===== src/rtl/core_common.svh =====
// Shared constants for the core data-memory path.
//   CORE_ADDR_W / CORE_DATA_W : default address and data widths
//   CORE_STRB_W               : default write-strobe width (one strobe per byte)
//   CORE_BYTE_W               : data bits covered by one strobe bit
//   OWN_A / OWN_B             : 1-bit encoding of the two requesters
// This header is included inside core_dmem_arbiter_pkg, so it carries no
// include guard of its own.
localparam int unsigned CORE_ADDR_W = 64;
localparam int unsigned CORE_DATA_W = 64;
localparam int unsigned CORE_STRB_W = CORE_DATA_W / 8;
localparam int unsigned CORE_BYTE_W = CORE_DATA_W / CORE_STRB_W;
localparam logic        OWN_A       = 1'b0;
localparam logic        OWN_B       = 1'b1;


===== src/rtl/core_dmem_arbiter_pkg.sv =====
// Package for the dmem arbiter slice: pulls in the shared width and owner
// constants and adds a small owner helper.
package core_dmem_arbiter_pkg;

`include "core_common.svh"

    // The requester that is not 'o'; the owner encoding is one bit wide.
    function automatic logic other_owner(input logic o);
        return (o == OWN_A) ? OWN_B : OWN_A;
    endfunction

endpackage


===== src/rtl/core_rr_arb2.sv =====
// Two-way round-robin pick with lock override, purely combinational.
// Ports:
//   a_req, b_req : current-cycle requests
//   rr_last      : requester granted most recently
//   lock         : a stalled request is being held
//   lock_owner   : requester that holds the lock
//   owner        : selected requester (OWN_A when nobody requests)
module core_rr_arb2
    import core_dmem_arbiter_pkg::*;
(
    input  logic a_req,
    input  logic b_req,
    input  logic rr_last,
    input  logic lock,
    input  logic lock_owner,
    output logic owner
);

    logic lock_owner_req;

    always_comb begin
        lock_owner_req = (lock_owner == OWN_A) ? a_req : b_req;
        owner          = OWN_A;
        // A lock whose owner has dropped its request is simply ignored.
        if (lock && lock_owner_req) begin
            owner = lock_owner;
        end else if (a_req && b_req) begin
            owner = other_owner(rr_last);
        end else if (b_req) begin
            owner = OWN_B;
        end else begin
            owner = OWN_A;
        end
    end

endmodule


===== src/rtl/core_dmem_arbiter.sv =====
// Arbitrates two data-memory requesters (A, B) onto one downstream port.
// Selection is combinational, so grants add no latency; a stalled request
// is locked so it cannot be pre-empted; responses arrive one cycle after
// the handshake and the error is steered to the requester that owned it.
// Ports:
//   g_clk, g_reset               : clock, synchronous active-high reset
//   a_* / b_*                    : requester request fields, grant, err, rdata
//   m_req, m_wen, m_addr,
//   m_strb, m_wdata              : shared downstream request
//   m_gnt, m_err, m_rdata        : downstream grant and response
//   busy                         : a response is due or a lock is held
module core_dmem_arbiter
    import core_dmem_arbiter_pkg::*;
#(
    parameter int unsigned ADDR_W = CORE_ADDR_W,
    parameter int unsigned DATA_W = CORE_DATA_W,
    parameter int unsigned STRB_W = DATA_W / CORE_BYTE_W
) (
    input  logic              g_clk,
    input  logic              g_reset,

    input  logic              a_req,
    input  logic              a_wen,
    input  logic [ADDR_W-1:0] a_addr,
    input  logic [STRB_W-1:0] a_strb,
    input  logic [DATA_W-1:0] a_wdata,
    output logic              a_gnt,
    output logic              a_err,
    output logic [DATA_W-1:0] a_rdata,

    input  logic              b_req,
    input  logic              b_wen,
    input  logic [ADDR_W-1:0] b_addr,
    input  logic [STRB_W-1:0] b_strb,
    input  logic [DATA_W-1:0] b_wdata,
    output logic              b_gnt,
    output logic              b_err,
    output logic [DATA_W-1:0] b_rdata,

    output logic              m_req,
    output logic              m_wen,
    output logic [ADDR_W-1:0] m_addr,
    output logic [STRB_W-1:0] m_strb,
    output logic [DATA_W-1:0] m_wdata,
    input  logic              m_gnt,
    input  logic              m_err,
    input  logic [DATA_W-1:0] m_rdata,

    output logic              busy
);

    logic lock_q,       lock_d;
    logic lock_owner_q, lock_owner_d;
    logic rr_last_q,    rr_last_d;
    logic rsp_valid_q,  rsp_valid_d;
    logic rsp_owner_q,  rsp_owner_d;

    logic owner;
    logic hs;

    core_rr_arb2 u_rr_arb2 (
        .a_req      (a_req),
        .b_req      (b_req),
        .rr_last    (rr_last_q),
        .lock       (lock_q),
        .lock_owner (lock_owner_q),
        .owner      (owner)
    );

    // Downstream mux; with no request the owner is A, so A's fields show.
    always_comb begin
        if (owner == OWN_A) begin
            m_req   = a_req;
            m_wen   = a_wen;
            m_addr  = a_addr;
            m_strb  = a_strb;
            m_wdata = a_wdata;
        end else begin
            m_req   = b_req;
            m_wen   = b_wen;
            m_addr  = b_addr;
            m_strb  = b_strb;
            m_wdata = b_wdata;
        end
    end

    assign hs    = m_req && m_gnt;
    assign a_gnt = m_gnt && (owner == OWN_A) && a_req;
    assign b_gnt = m_gnt && (owner == OWN_B) && b_req;

    always_comb begin
        // A stall (re)locks onto whoever owns the bus now; a handshake, an
        // idle bus or a dropped locked request all leave the lock clear.
        lock_d       = m_req && !m_gnt;
        lock_owner_d = (m_req && !m_gnt) ? owner : lock_owner_q;
        rr_last_d    = hs ? owner : rr_last_q;
        rsp_valid_d  = hs;
        rsp_owner_d  = hs ? owner : rsp_owner_q;
    end

    always_ff @(posedge g_clk) begin
        if (g_reset) begin
            lock_q       <= 1'b0;
            lock_owner_q <= OWN_A;
            rr_last_q    <= OWN_B;
            rsp_valid_q  <= 1'b0;
            rsp_owner_q  <= OWN_A;
        end else begin
            lock_q       <= lock_d;
            lock_owner_q <= lock_owner_d;
            rr_last_q    <= rr_last_d;
            rsp_valid_q  <= rsp_valid_d;
            rsp_owner_q  <= rsp_owner_d;
        end
    end

    // Response side: read data is broadcast, the error goes to the owner
    // of the previous cycle's handshake. Reset masks err and busy at once
    // so a response pending when reset hits is never delivered.
    assign a_rdata = m_rdata;
    assign b_rdata = m_rdata;
    assign a_err   = !g_reset && m_err && rsp_valid_q && (rsp_owner_q == OWN_A);
    assign b_err   = !g_reset && m_err && rsp_valid_q && (rsp_owner_q == OWN_B);
    assign busy    = !g_reset && (rsp_valid_q || lock_q);

endmodule


===== config.mk =====
export PLATFORM = sky130hd
export DESIGN_NAME = core_dmem_arbiter
export DESIGN_NICKNAME = d
export VERILOG_FILES = /design/src/rtl/core_dmem_arbiter_pkg.sv /design/src/rtl/core_rr_arb2.sv /design/src/rtl/core_dmem_arbiter.sv
export VERILOG_INCLUDE_DIRS = /design/src /design/src/rtl
export SDC_FILE = /design/constraint.sdc
export NUM_CORES = 1
export LEC_CHECK = 0
export CORE_AREA = 4 4 240 242
export DETAILED_ROUTE_END_ITERATION = 8
export DIE_AREA = 0 0 244 246
export GPL_ROUTABILITY_DRIVEN = 0
export GPL_TIMING_DRIVEN = 0
export PLACE_DENSITY = 0.47
export SKIP_CTS_REPAIR_TIMING = 1
export SLEW_MARGIN = 20
export SYNTH_ARGS = -nofsm -noshare
export SYNTH_HDL_FRONTEND = slang
export SYNTH_SLANG_ARGS = --single-unit

===== constraint.sdc =====
create_clock -name g_clk -period 6.1 [get_ports g_clk]
set_clock_uncertainty 0.15 [all_clocks]
set_input_delay 1.83 -clock g_clk [delete_from_list [all_inputs] [get_ports g_clk]]
set_output_delay 1.83 -clock g_clk [all_outputs]
set_load 0.02 [all_outputs]

# Word level (Yosys, flattened, before mapping)
# Index checks and enable logic that the tools add are counted.
[op_classes]
n_reduce_logical = 16
bitwise = 2
mux = 10
[op_table]
columns = ["op", "count"]
rows = [
  ["2-to-1 mux 64 bit", 2],
  ["logical AND 1 bit", 13],
  ["2-to-1 mux 8 bit", 1],
  ["2-to-1 mux 1 bit", 7],
  ["zero test 1 bit", 2],
  ["NOT 1 bit", 2],
  ["logical OR 1 bit", 1],
]
[totals]
word_cells = 33
out_inout_bits = 271
ff_bits = 5

# Logic depth before layout (Yosys ltp)
# Gate-level depths: netlist (run 1).
[depth]
depth_word = 6
mapped_depth = 6

# Modules after synthesis
# From an unflattened synthesis (run 1), not the netlist that was laid out.
[unflattened]
cells_unflattened = 315
area_unflattened_um2 = 3130.5
[modules_own_cells]
columns = ["module", "instances", "area_per_inst_um2", "seq_area_each_um2", "cells_each"]
rows = [
  ["core_dmem_arbiter", 1, 3110.5, 100.1, 311],
  ["core_rr_arb2", 1, 20.0, 0.0, 4],
]

# Least setup slack after synthesis (run 1)
# OpenSTA, ideal clock, no wires.
[synth_timing]
kind = "in2out"
startpoint = "in b_req"
endpoint = "out m_addr[10]"
required_time_ps = 4120
path_slack_ps = 1252
path_stages = 5
path_buffers = 3
arrival_ps = 2868
path_cell_list = "buf_2 > buf_2 > clkbuf_1 > nand2_1 > o211ai_1"
[synth_via]
elab_chain_cells = 4
[synth_lines]
columns = ["item", "line", "rtl"]
rows = [
  ["start: declaration", "core_dmem_arbiter.sv:31", "input logic b_req,"],
  ["2-to-1 mux 1 bit (tied with other cells)", "core_rr_arb2.sv:29", "end else if (b_req) begin"],
  ["2-to-1 mux 1 bit / logical AND 1 bit (equally long branches)", "core_rr_arb2.sv:27, core_rr_arb2.sv:25", ""],
  ["2-to-1 mux 1 bit (*)", "core_rr_arb2.sv:25", "if (lock && lock_owner_req) begin"],
  ["2-to-1 mux 64 bit (*)", "core_dmem_arbiter.sv:72", "if (owner == OWN_A) begin"],
  ["end: declaration", "core_dmem_arbiter.sv:42", "output logic [ADDR_W-1:0] m_addr,"],
]
# Every way passes the cells marked *; elsewhere a longest branch is shown, timed or not.

# Worst setup path in the final report (run 1)
[layout_timing]
startpoint = "in b_req"
endpoint = "out m_wdata[38]"
[layout_via]
elab_chain_cells = 4
[layout_lines]
columns = ["item", "line", "rtl"]
rows = [
  ["2-to-1 mux 1 bit (tied with other cells)", "core_rr_arb2.sv:29", ""],
  ["2-to-1 mux 1 bit / logical AND 1 bit (equally long branches)", "core_rr_arb2.sv:27, core_rr_arb2.sv:25", ""],
  ["2-to-1 mux 1 bit (*)", "core_rr_arb2.sv:25", ""],
  ["2-to-1 mux 64 bit (*)", "core_dmem_arbiter.sv:72", ""],
  ["end: declaration", "core_dmem_arbiter.sv:44", "output logic [DATA_W-1:0] m_wdata,"],
]
# Marks and branches as above.

==> key figures, run 1 <==
Synthesis
  • Gate Count Post-Synth: 800
  • Netlist cell types: 23
  • Synth cell count leaders: o211ai_1 (187), nand2_1 (139), nand2b_1 (137), buf_4 (129), o211ai_2 (87)
  • Syn_nets: 1144
  • Ys async rst share: 0
  • Seq cells post-synth: 5
  • Sequential-to-total area share from yosys stat: 0.0181
  • Post-synth EDFFs: 0
  • Top_reg_cell synth: dfxtp_1
  • Leading area contributor after synthesis: o211ai_1
  • Share of the synthesized area in the top cell type: 0.254
  • Largest cells by area after synthesis: o211ai_1 (25%), o211ai_2 (20%), buf_4 (17%)
  • Most frequent cell after synthesis: o211ai_1
  • Ys Warns: 0
  • Avg Inst Size Synth: 6.92 µm²
  • Mapped cell area: 0.00554 mm²

STA
  • Hold_ws: 0.326 ns
  • Final worst slack: 0.0612 ns
  • Slew @ Worst Pin: 0.715 ns
  • Max frequency: 166 MHz
  • Count of final hold-check violations: 0
  • Slew HR: 0.523
  • Slew Limit Fails: 0
  • Final setup fails: 0
  • Post-layout min period: 6.04 ns
  • RSZ-0062 raised after global routing: no
  • Part of the cycle the worst path needs: 0.990

GRT
  • GRT Residual Overflow: 0
  • Initial antenna violation count: 2
  • Pin count of the biggest net entering global routing: 11
  • GRT Total Usage: 0.116
  • First-pass GRT wire length: 54500 µm
  • Vias in the first global route: 8444

Power
  • Register share of total power: 0.028
  • Worst vdd ir: 0.0734 mV
  • LEAKAGE: 4.40 nW
  • Pint: 0.000707 W
  • Switching pwr: 0.000585 W
  • Combinational power share: 0.888
  • Power, Total: 0.00129 W
  • Pwr Density: 107 mW/mm²
  • Clock network power share: 0.083
  • Net Sw Frac: 0.453

Final layout
  • Register area: 100 µm²
  • Fin util: 0.219
  • Ratio of cells with drive above 1 in the final layout: 0.193
  • NumNets Final: 1696
  • Post-route cell area: 0.0120 mm²
  • Fillers: 6175
  • Layout area overhead: 117%
  • Area of the multi-input gates: 0.00400 mm²

Critical path
  • Slowest-stage cell, CP: clkdlybuf4s50_1
  • Category of the most critical setup path: primary input to output port
  • Peak per-stage delay on the critical path: 0.60 ns
  • Critical Path RT: 4.12 ns
  • Crit path top cell by count: buf_2
  • CP endpoint kind: output port
  • Startpoint types: primary input
  • CP Cell Sequence: buf_2 -> buf_2 -> clkbuf_1 -> nand2b_1 -> o211ai_2 -> clkdlybuf4s50_1
  • Critical Path AT: 4.06 ns
  • Worst-path fanout max: 11

Floorplanning
  • DIE AREA: 0.0600 mm²
  • IO Pins: 615
  • Die extent in y: 246 µm
  • Core region area: 0.0551 mm²
  • Die W: 244 µm
  • Initial Util: 0.100
  • FP Rows: 86

Placed design
  • Cell Area, Placed: 0.0119 mm²
  • Setup slack after placement: -0.115 ns
  • Port Buffer Count: 547
  • Hpwl dp: 32400 µm

CTS
  • CTS tree: yes
  • Clk buf depth: 2
  • Clk pin slew, worst setup/hold paths: 0.03 ns
  • TritonCTS Buffers: 3
  • Sink Count: 5
  • Clk_lat worst skew: 0.22 ns
  • Clock tree root buffer cell: clkbuf_16
  • H-tree Lvls: 1

Run
  • Max cap viols: 0

Route
  • Final WL: 38000 µm
  • DRC violations left: 0
  • Starting DRT DRC Count: 267
  • Wire length per cell: 18.1 µm
  • Drt pass-1 iters: 5
  • Antenna-violating nets left: 0
  • Vias per inst: 3.76
  • Vias: 7903

Worst hold path
  • Hold Crit Class: flop to flop

Outcome
  • Status: complete, no violations
-- sequential cells by signal, indices dropped and copies added (netlist names) --
| signal | cells |
|---|---|
| rsp_owner_q | 1 |
| lock_owner_q | 1 |
| rr_last_q | 1 |
| lock_q | 1 |
| rsp_valid_q | 1 |
-- final timing paths --
check                               from                         to  slack (ns)  cells past startpoint
hold reg to reg   rr_last_q$_SDFFE_PP1P_     rr_last_q$_SDFFE_PP1P_        0.33                      2
setup / recovery                   b_req                m_wdata[38]        0.06                      6
setup reg to reg       lock_q$_SDFF_PP0_  lock_owner_q$_SDFFE_PP0P_        4.35                      6
hold / removal    rr_last_q$_SDFFE_PP1P_     rr_last_q$_SDFFE_PP1P_        0.33                      2
-- final cells by class --
class	count	share of cell area
antenna	2	0.000416
inverter	3	0.000935
timing repair buffer	547	0.455
tap	748	0.0777
multi-input combinational	570	0.332
buffer	222	0.119
clock buffer	4	0.00655
sequential	5	0.00831
-- placed cells by master, fill, tap and decap left out --
master	count
o211ai_1	187
o21a_1	1
buf_2	25
o21ai_1	1
buf_4	129
dfxtp_1	5
nor2_1	4
clkdlybuf4s50_1	547
nand3b_1	2
clkbuf_16	3
and4b_1	1
inv_1	3
nand2_1	139
clkbuf_4	1
clkbuf_1	53
o31ai_1	1
buf_1	1
nor2b_4	1
diode_2	2
o22ai_1	1
o21ai_0	2
nand2b_1	137
buf_6	10
nor2b_2	1
clkbuf_2	4
nor3_1	2
a21oi_1	2
nor4bb_1	1
o211ai_2	87
-- critical path, delay by kind of cell --
family          cells  cell delay (ns)
compound gates      1             0.12
buf+inv             4             1.88
simple gates        1             0.21
-- logic make-up (layout without fill, tap and decap cells) --
kind of cell,count (synthesis),count (layout),share of synthesized area
DFF,5,5,0.0181
other,0,2,0
and+or+nand+nor,288,288,0.264
buffers and inverters,225,776,0.259
AOI/OAI and AO/OA,282,282,0.459
-- power by group through the flow --
stage / Combinational [W] / Clock (W) / Sequential, W
2_1_floorplan: 0.000555 / 0 / 0.0000365
3_3_place_gp: 0.00116 / 0 / 0.0000371
4_1_cts: 0.00117 / 0.000109 / 0.0000367
3_5_place_dp: 0.00116 / 0 / 0.0000371
6_report: 0.00115 / 0.000108 / 0.0000366
5_1_grt: 0.00122 / 0.000111 / 0.0000368
-- metrics by stage --
stage | TNS [ns] | instances
4_1_cts | -0.387 | 2099
3_5_place_dp | -0.341 | 2095
3_3_place_gp | -0.215 | 2095
5_1_grt | 0 | 2100
6_report | 0 | 2101
2_1_floorplan | 0 | 800
-- routing by layer --
| metal | up-vias | GRT usage | wire length [µm] |
|---|---|---|---|
| met5 | - | 0 | 0 |
| met4 | 0 | 0.0169 | 578 |
| met3 | 26 | 0.0276 | 2800 |
| met2 | 371 | 0.219 | 19600 |
| met1 | 3645 | 0.135 | 15000 |
| li1 | 3861 | - | - |
No activity file was read; power rests on OpenSTA's default activity.
==> inputs of run 2 (changes only) <==
--- a/config.mk
+++ b/config.mk
@@ -6,14 +6,15 @@
 export SDC_FILE = /design/constraint.sdc
 export NUM_CORES = 1
 export LEC_CHECK = 0
-export CORE_AREA = 4 4 240 242
+export CORE_AREA = 4 4 234 236
 export DETAILED_ROUTE_END_ITERATION = 8
-export DIE_AREA = 0 0 244 246
+export DIE_AREA = 0 0 238 240
 export GPL_ROUTABILITY_DRIVEN = 0
 export GPL_TIMING_DRIVEN = 0
-export PLACE_DENSITY = 0.47
+export PLACE_DENSITY = 0.44
 export SKIP_CTS_REPAIR_TIMING = 1
 export SLEW_MARGIN = 20
 export SYNTH_ARGS = -nofsm -noshare
 export SYNTH_HDL_FRONTEND = slang
+export SYNTH_HIERARCHICAL = 1
 export SYNTH_SLANG_ARGS = --single-unit
==> run 2 against run 1 <==
  * Critical path depth grew 1
  * Worst setup slack gained 0.19 ns
  * Routed wire length shrank 40%
  * Synthesized cell count shrank 61%
  * Die area shrank 4.8%
  * Combinational power shrank 23%
  * Register-to-register slack lost 0.09 ns
  * Total power shrank 20%
  * Maximum frequency grew 3.2%
  * Area after synthesis shrank 43%
  * Cell count shrank 26%
  * Via count shrank 47%
  * Critical path type unchanged
==> key figures, run 2 <==
Outcome
  • Status: complete, no violations

Synthesis
  • Netlist cell types: 26 (+13%)
  • Leading area contributor after synthesis: buf_4
  • Synth cell count leaders: buf_4 (128), mux2_2 (80), mux2_4 (57), buf_2 (8), buf_6 (8)
  • Share of the synthesized area in the top cell type: 0.307 (+0.0534)
  • Ys Warns: 6 (+6)
  • Gate Count Post-Synth: 315 (-61%)
  • Mapped cell area: 0.00313 mm² (-43%)
  • Ys async rst share: 0 (unchanged)
  • Sequential-to-total area share from yosys stat: 0.0320 (+0.0139)
  • Avg Inst Size Synth: 9.94 µm² (+44%)
  • Seq cells post-synth: 5 (unchanged)
  • Syn_nets: 659 (-42%)
  • Post-synth EDFFs: 0 (unchanged)
  • Most frequent cell after synthesis: buf_4
  • Largest cells by area after synthesis: buf_4 (31%), mux2_2 (29%), mux2_4 (27%)
  • Top_reg_cell synth: dfxtp_1

Floorplanning
  • Initial Util: 0.0597 (-0.0408)
  • Die extent in y: 240 µm (-2.4%)
  • IO Pins: 615 (unchanged)
  • FP Rows: 84 (-2.3%)
  • DIE AREA: 0.0571 mm² (-4.8%)
  • Core region area: 0.0524 mm² (-4.8%)
  • Die W: 238 µm (-2.5%)

Power
  • Pwr Density: 107 mW/mm² (-0.12%)
  • Pint: 0.000658 W (-6.8%)
  • LEAKAGE: 3.79 nW (-14%)
  • Net Sw Frac: 0.360 (-0.0929)
  • Switching pwr: 0.000370 W (-37%)
  • Clock network power share: 0.106 (+0.023)
  • Register share of total power: 0.036 (+0.008)
  • Worst vdd ir: 0.0659 mV (-10%)
  • Combinational power share: 0.858 (-0.030)

Critical path
  • Worst R2R End: lock_owner_q$_SDFFE_PP0P_
  • Critical Path AT: 3.87 ns (-0.19 ns)
  • Reg2reg start: rr_last_q$_SDFFE_PP1P_
  • Startpoint types: primary input
  • CP endpoint kind: output port
  • Internal reg-to-reg setup slack: 4.26 ns (-0.09 ns)
  • Category of the most critical setup path: primary input to output port
  • Worst-path fanout max: 10 (-1)
  • R2R cell count: 6 (unchanged)
  • Critical Path RT: 4.12 ns (about the same)

STA
  • Final setup fails: 0 (unchanged)
  • Count of final hold-check violations: 0 (unchanged)
  • Hold_ws: 0.346 ns (+0.0198 ns)
  • Part of the cycle the worst path needs: 0.959 (-0.0311)
  • Post-Route Setup TNS: 0 ns (unchanged)
  • Slew HR: 0.628 (+0.105)
  • Post-layout min period: 5.85 ns (-0.190 ns)
  • Slew @ Worst Pin: 0.558 ns (-0.157 ns)
  • Final worst slack: 0.251 ns (+0.190 ns)
  • Max frequency: 171 MHz (+3.2%)
  • Slew Limit Fails: 0 (unchanged)
  • RSZ-0062 raised after global routing: no

Placed design
  • Port Buffer Count: 548 (+0.18%)
  • Hpwl dp: 20600 µm (-37%)
  • Setup slack after placement: -0.289 ns (-0.175 ns)

Route
  • DRC violations left: 0 (unchanged)
  • Wire length per cell: 14.5 µm (-20%)
  • Drt pass-1 iters: 4 (-1)
  • Starting DRT DRC Count: 42 (-84%)
  • Vias: 4204 (-47%)
  • Final WL: 22600 µm (-40%)
  • Vias per inst: 2.69 (-28%)
  • Antenna-violating nets left: 0 (unchanged)

GRT
  • First-pass GRT wire length: 29100 µm (-47%)
  • GRT Residual Overflow: 0 (unchanged)
  • Pin count of the biggest net entering global routing: 11 (unchanged)
  • GRT Total Usage: 0.0671 (-0.0486)
  • Initial antenna violation count: 2 (unchanged)
  • Vias in the first global route: 4495 (-47%)

Final layout
  • NumNets Final: 1213 (-28%)
  • Leading cell type in the layout, fill and taps excluded: clkdlybuf4s50_1
  • Ratio of cells with drive above 1 in the final layout: 0.332 (+0.139)
  • Commonest non-fill, non-tap cells in the layout: clkdlybuf4s50_1 (541), buf_4 (128), mux2_2 (80)
  • Layout area overhead: 207%
  • Fin util: 0.183 (-0.0355)

CTS
  • TritonCTS Buffers: 3 (unchanged)
  • Clk_lat worst skew: 0.23 ns (about the same)
  • Sink Count: 5 (unchanged)
  • H-tree Lvls: 1 (unchanged)
  • Clk buf depth: 2 (unchanged)
  • Clk pin slew, worst setup/hold paths: 0.04 ns (about the same)
  • Clock tree root buffer cell: clkbuf_16
  • CTS tree: yes

Worst hold path
  • HP Start: lock_owner_q$_SDFFE_PP0P_
  • Hold endpoint: lock_owner_q$_SDFFE_PP0P_
  • Hold Crit Class: flop to flop
  • Hold depth: 2 (unchanged)

Run
  • Max cap viols: 0 (unchanged)
[run 2: metal layers]
layer,part of all wire,vias to the layer above,GRT usage
met5,0,-,0
met4,0.0043,0,0.00510
met3,0.083,6,0.0198
met2,0.53,277,0.130
met1,0.38,1853,0.0758
li1,-,2068,-
[run 2: critical path, stage by stage]
cell             delay, ns
clkbuf_2              0.18
inv_1                 0.09
a31oi_4               0.22
buf_2                 0.28
buf_2                 0.29
mux2_2                0.39
clkdlybuf4s50_1       0.56
[run 2: worst max path at each step]
stage	startpoint	endpoint	slack (ns)	cells after the start
after CTS	b_req	m_wdata[49]	-0.30	8
after global placement	b_req	m_wdata[49]	-0.31	8
after detailed placement	b_req	m_wdata[49]	-0.29	8
after floorplan	b_req	m_wdata[12]	1.32	6
final	b_req	m_addr[0]	0.25	7
after global routing	b_req	m_addr[0]	0.05	7
[run 2: logic make-up (layout without fill, tap and decap cells)]
logic type | count (synthesis) | count (layout) | synth area share
compound gates | 7 | 7 | 0.0192
buf+inv | 149 | 702 | 0.355
flops | 5 | 5 | 0.0320
mux | 138 | 138 | 0.564
other cells | 0 | 4 | 0
simple gates | 16 | 16 | 0.0300
[run 2: power by group through the flow]
stage | Clock [W] | Sequential [W] | Combinational (W)
3_3_place_gp | 0 | 0.0000369 | 0.000891
6_report | 0.000109 | 0.0000367 | 0.000883
4_1_cts | 0.000110 | 0.0000366 | 0.000894
3_5_place_dp | 0 | 0.0000370 | 0.000889
2_1_floorplan | 0 | 0.0000365 | 0.000414
5_1_grt | 0.000114 | 0.0000369 | 0.000925
[run 2: final cells by class]
cell class                      instances  area [µm²]
Fill cell                            5774       42800
Timing Repair Buffer                  549        5500
Multi-Input combinational cell        161        1940
Buffer                                146        1100
Tap cell                              688         861
Sequential cell                         5         100
Clock buffer                            4        78.8
Inverter                                3        11.3
Antenna cell                            4        10.0
[run 2: per-stage QoR]
stage,instance area (µm²),instances,total power [W]
2_1_floorplan,3130,315,0.000450
3_3_place_gp,9480,1551,0.000928
4_1_cts,9560,1555,0.00104
3_5_place_dp,9480,1551,0.000926
5_1_grt,9590,1557,0.00108
6_report,9600,1560,0.00103
==> inputs of run 3 (changes only) <==
--- a/config.mk
+++ b/config.mk
@@ -6,13 +6,16 @@
 export SDC_FILE = /design/constraint.sdc
 export NUM_CORES = 1
 export LEC_CHECK = 0
-export CORE_AREA = 4 4 234 236
+export ABC_AREA = 1
+export CORE_AREA = 4 4 235 237
+export CTS_CLUSTER_DIAMETER = 80
 export DETAILED_ROUTE_END_ITERATION = 8
-export DIE_AREA = 0 0 238 240
+export DIE_AREA = 0 0 239 241
 export GPL_ROUTABILITY_DRIVEN = 0
 export GPL_TIMING_DRIVEN = 0
-export PLACE_DENSITY = 0.44
+export PLACE_DENSITY = 0.43
 export SKIP_CTS_REPAIR_TIMING = 1
+export SKIP_LAST_GASP = 1
 export SLEW_MARGIN = 20
 export SYNTH_ARGS = -nofsm -noshare
 export SYNTH_HDL_FRONTEND = slang
==> run 3 against run 2 <==
  * Critical path depth increased by 3
  * First-iteration DRC count increased by 130%
  * Clock power hardly changed
  * Sequential power decreased by 3%
  * Area after synthesis is 4.0% lower
  * Combinational power shrank 2%
  * Largest power group unchanged
==> key figures, run 3 <==
Critical path
  • CP Capture Point: m_addr[10]
  • Internal reg-to-reg setup slack: 4.63 ns (+0.37 ns)
  • R2R cell count: 8 (+2)
  • Crit path max-delay family: buffers and inverters
  • Startpoint types: primary input
  • Peak per-stage delay on the critical path: 0.61 ns (+0.05 ns)
  • WP depth: 10 (+3)
  • Critical Path Start: a_req
  • CP endpoint kind: output port
  • Critical Path RT: 4.12 ns (about the same)
  • Worst-path fanout max: 10 (unchanged)
  • Category of the most critical setup path: primary input to output port
  • Buf/Inv on CP: 5 (unchanged)
  • Critical Path AT: 3.97 ns (+0.10 ns)
  • Reg2reg start: lock_q$_SDFF_PP0_
  • Worst R2R End: rsp_owner_q$_SDFFE_PP0P_
  • Crit path top cell by count: nand2_1
  • CP Cell Sequence: clkdlybuf4s50_1 -> nand2_1 -> nor2_1 -> nor2_1 -> buf_4 -> inv_4 -> buf_2 -> nand2_1 -> nand2_1 -> clkdlybuf4s50_1
  • Slowest-stage cell, CP: clkdlybuf4s50_1

Floorplanning
  • DIE AREA: 0.0576 mm² (+0.84%)
  • Initial Util: 0.0564 (-0.00329)
  • IO Pins: 615 (unchanged)
  • FP Rows: 85 (+1.2%)
  • Die W: 239 µm (+0.42%)
  • Core region area: 0.0533 mm² (+1.6%)
  • Die extent in y: 241 µm (+0.42%)

Synthesis
  • Syn_nets: 952 (+44%)
  • Leading area contributor after synthesis: nand2_1
  • Synth cell count leaders: nand2_1 (420), buf_4 (131), buf_6 (14), buf_2 (12), nor2_1 (9)
  • Gate Count Post-Synth: 608 (+93%)
  • Seq cells post-synth: 5 (unchanged)
  • Sequential-to-total area share from yosys stat: 0.0333 (+0.00133)
  • Most frequent cell after synthesis: nand2_1
  • Post-synth EDFFs: 0 (unchanged)
  • Largest cells by area after synthesis: nand2_1 (52%), buf_4 (33%), buf_6 (5.2%)
  • Mapped cell area: 0.00301 mm² (-4.0%)
  • Netlist cell types: 14 (-46%)
  • Top_reg_cell synth: dfxtp_1
  • Share of the synthesized area in the top cell type: 0.525 (+0.218)
  • Avg Inst Size Synth: 4.94 µm² (-50%)
  • Ys async rst share: 0 (unchanged)
  • Ys Warns: 6 (unchanged)

Final layout
  • Fillers: 6091 (+5.5%)
  • Ratio of cells with drive above 1 in the final layout: 0.142 (-0.190)
  • Layout area overhead: 218%
  • Leading cell type in the layout, fill and taps excluded: clkdlybuf4s50_1
  • Commonest non-fill, non-tap cells in the layout: clkdlybuf4s50_1 (528), nand2_1 (420), buf_4 (131)
  • Antenna cell count: 0 (-4)
  • NumNets Final: 1507 (+24%)

STA
  • Count of final hold-check violations: 0 (unchanged)
  • Slew HR: 0.699 (+0.0711)
  • RSZ-0062 raised after global routing: no
  • Slew Limit Fails: 0 (unchanged)
  • Part of the cycle the worst path needs: 0.975 (+0.0165)
  • Post-layout min period: 5.95 ns (+0.101 ns)
  • Slew @ Worst Pin: 0.451 ns (-0.107 ns)
  • Final setup fails: 0 (unchanged)
  • Max frequency: 168 MHz (-1.7%)
  • Hold_ws: 0.311 ns (-0.0349 ns)

Route
  • Drt pass-1 iters: 4 (unchanged)
  • Vias: 5369 (+28%)
  • Final WL: 25100 µm (+11%)
  • DRC violations left: 0 (unchanged)
  • Starting DRT DRC Count: 96 (+130%)
  • Wire length per cell: 13.5 µm (-6.8%)
  • Antenna-violating nets left: 0 (unchanged)
  • Vias per inst: 2.89 (+7.2%)

CTS
  • H-tree Lvls: 1 (unchanged)
  • TritonCTS Buffers: 3 (unchanged)
  • Clk pin slew, worst setup/hold paths: 0.03 ns (about the same)
  • Clock tree root buffer cell: clkbuf_16
  • CTS tree: yes
  • Sink Count: 5 (unchanged)
  • Clk_lat worst skew: 0.23 ns (about the same)
  • Clk buf depth: 2 (unchanged)

GRT
  • Pin count of the biggest net entering global routing: 11 (unchanged)
  • GRT Residual Overflow: 0 (unchanged)
  • First-pass GRT wire length: 33500 µm (+15%)
  • Initial antenna violation count: 1 (-1)
  • Vias in the first global route: 5564 (+24%)
  • GRT Total Usage: 0.0751 (+0.00795)

Run
  • Max cap viols: 0 (unchanged)

Power
  • LEAKAGE: 4.52 nW (+19%)
  • Worst vdd ir: 0.0706 mV (+7.1%)
  • Pwr Density: 106 mW/mm² (-1.1%)
  • Power, Total: 0.00101 W (-1.7%)

Outcome
  • Status: complete, no violations

Placed design
  • Hpwl dp: 22400 µm (+9.1%)
  • Port Buffer Count: 550 (+0.36%)

Worst hold path
  • Hold Crit Class: flop to flop
## run 3: cell types whose count changed after synthesis, sizes merged, moves of 2 or more
cell    before  now
nand2        2  421
mux2       137    0
buf        144  158
nand3        0    5
nor2         4    9
inv          3    7
nand2b       2    0
nor3b        2    0
## run 3: cells by family after synthesis
group | after synthesis | share of synthesized area
compound gates | 2 | 0.00333
buf+inv | 166 | 0.415
flops | 5 | 0.0333
simple gates | 435 | 0.548
## run 3: routing by layer
metal	vias up	track usage	share of wire
met5	-	0	0.00044
met4	2	0.00577	0.0068
met3	8	0.0231	0.10
met2	332	0.147	0.52
met1	2247	0.0829	0.37
li1	2780	-	-
## run 3: worst min-delay path by stage
stage / from / to / slack [ns] / depth (start not counted)
global placement: lock_owner_q$_SDFFE_PP0P_ / lock_owner_q$_SDFFE_PP0P_ / 0.30 / 2
floorplan: rr_last_q$_SDFFE_PP1P_ / rr_last_q$_SDFFE_PP1P_ / 0.28 / 2
finish: lock_owner_q$_SDFFE_PP0P_ / lock_owner_q$_SDFFE_PP0P_ / 0.31 / 2
global route: lock_owner_q$_SDFFE_PP0P_ / lock_owner_q$_SDFFE_PP0P_ / 0.34 / 2
detailed placement: lock_owner_q$_SDFFE_PP0P_ / lock_owner_q$_SDFFE_PP0P_ / 0.30 / 2
CTS: lock_owner_q$_SDFFE_PP0P_ / lock_owner_q$_SDFFE_PP0P_ / 0.31 / 2
## run 3: where the power goes
group,leakage [nW],internal (W),switching [W]
Combinational,4.44,0.000479,0.000389
Clock,0.0382,0.0000866,0.0000214
Sequential,0.0409,0.0000345,0.00000106
Total,4.52,0.000600,0.000412
## run 3: worst register-to-register path, delay by kind of cell (launching register included)
family | cells | cell delay [ns]
buf+inv | 2 | 0.37
simple gates | 5 | 0.36
flops | 1 | 0.35
compound gates | 1 | 0.16
## run 3: final cells by class
class	count	area, µm²	share of cell area
multi-input cells	437	1660	0.174
clock buffers	4	78.8	0.00826
flip-flops and latches	5	100	0.0105
repair buffers	550	5560	0.583
inverters	7	28.8	0.00302
well taps	696	871	0.0913
plain buffers	159	1250	0.131
## run 3: per-stage QoR
stage	setup WS, ns	instances	TNS (ns)	area, µm²	util
finish	0.151	1858	0	9540	0.179
global route	0.000707	1858	0	9540	0.179
CTS	-0.161	1858	-0.603	9460	0.178
detailed placement	-0.149	1854	-0.518	9380	0.176
global placement	-0.132	1854	-0.403	9380	0.176
floorplan	1.47	608	0	3010	-
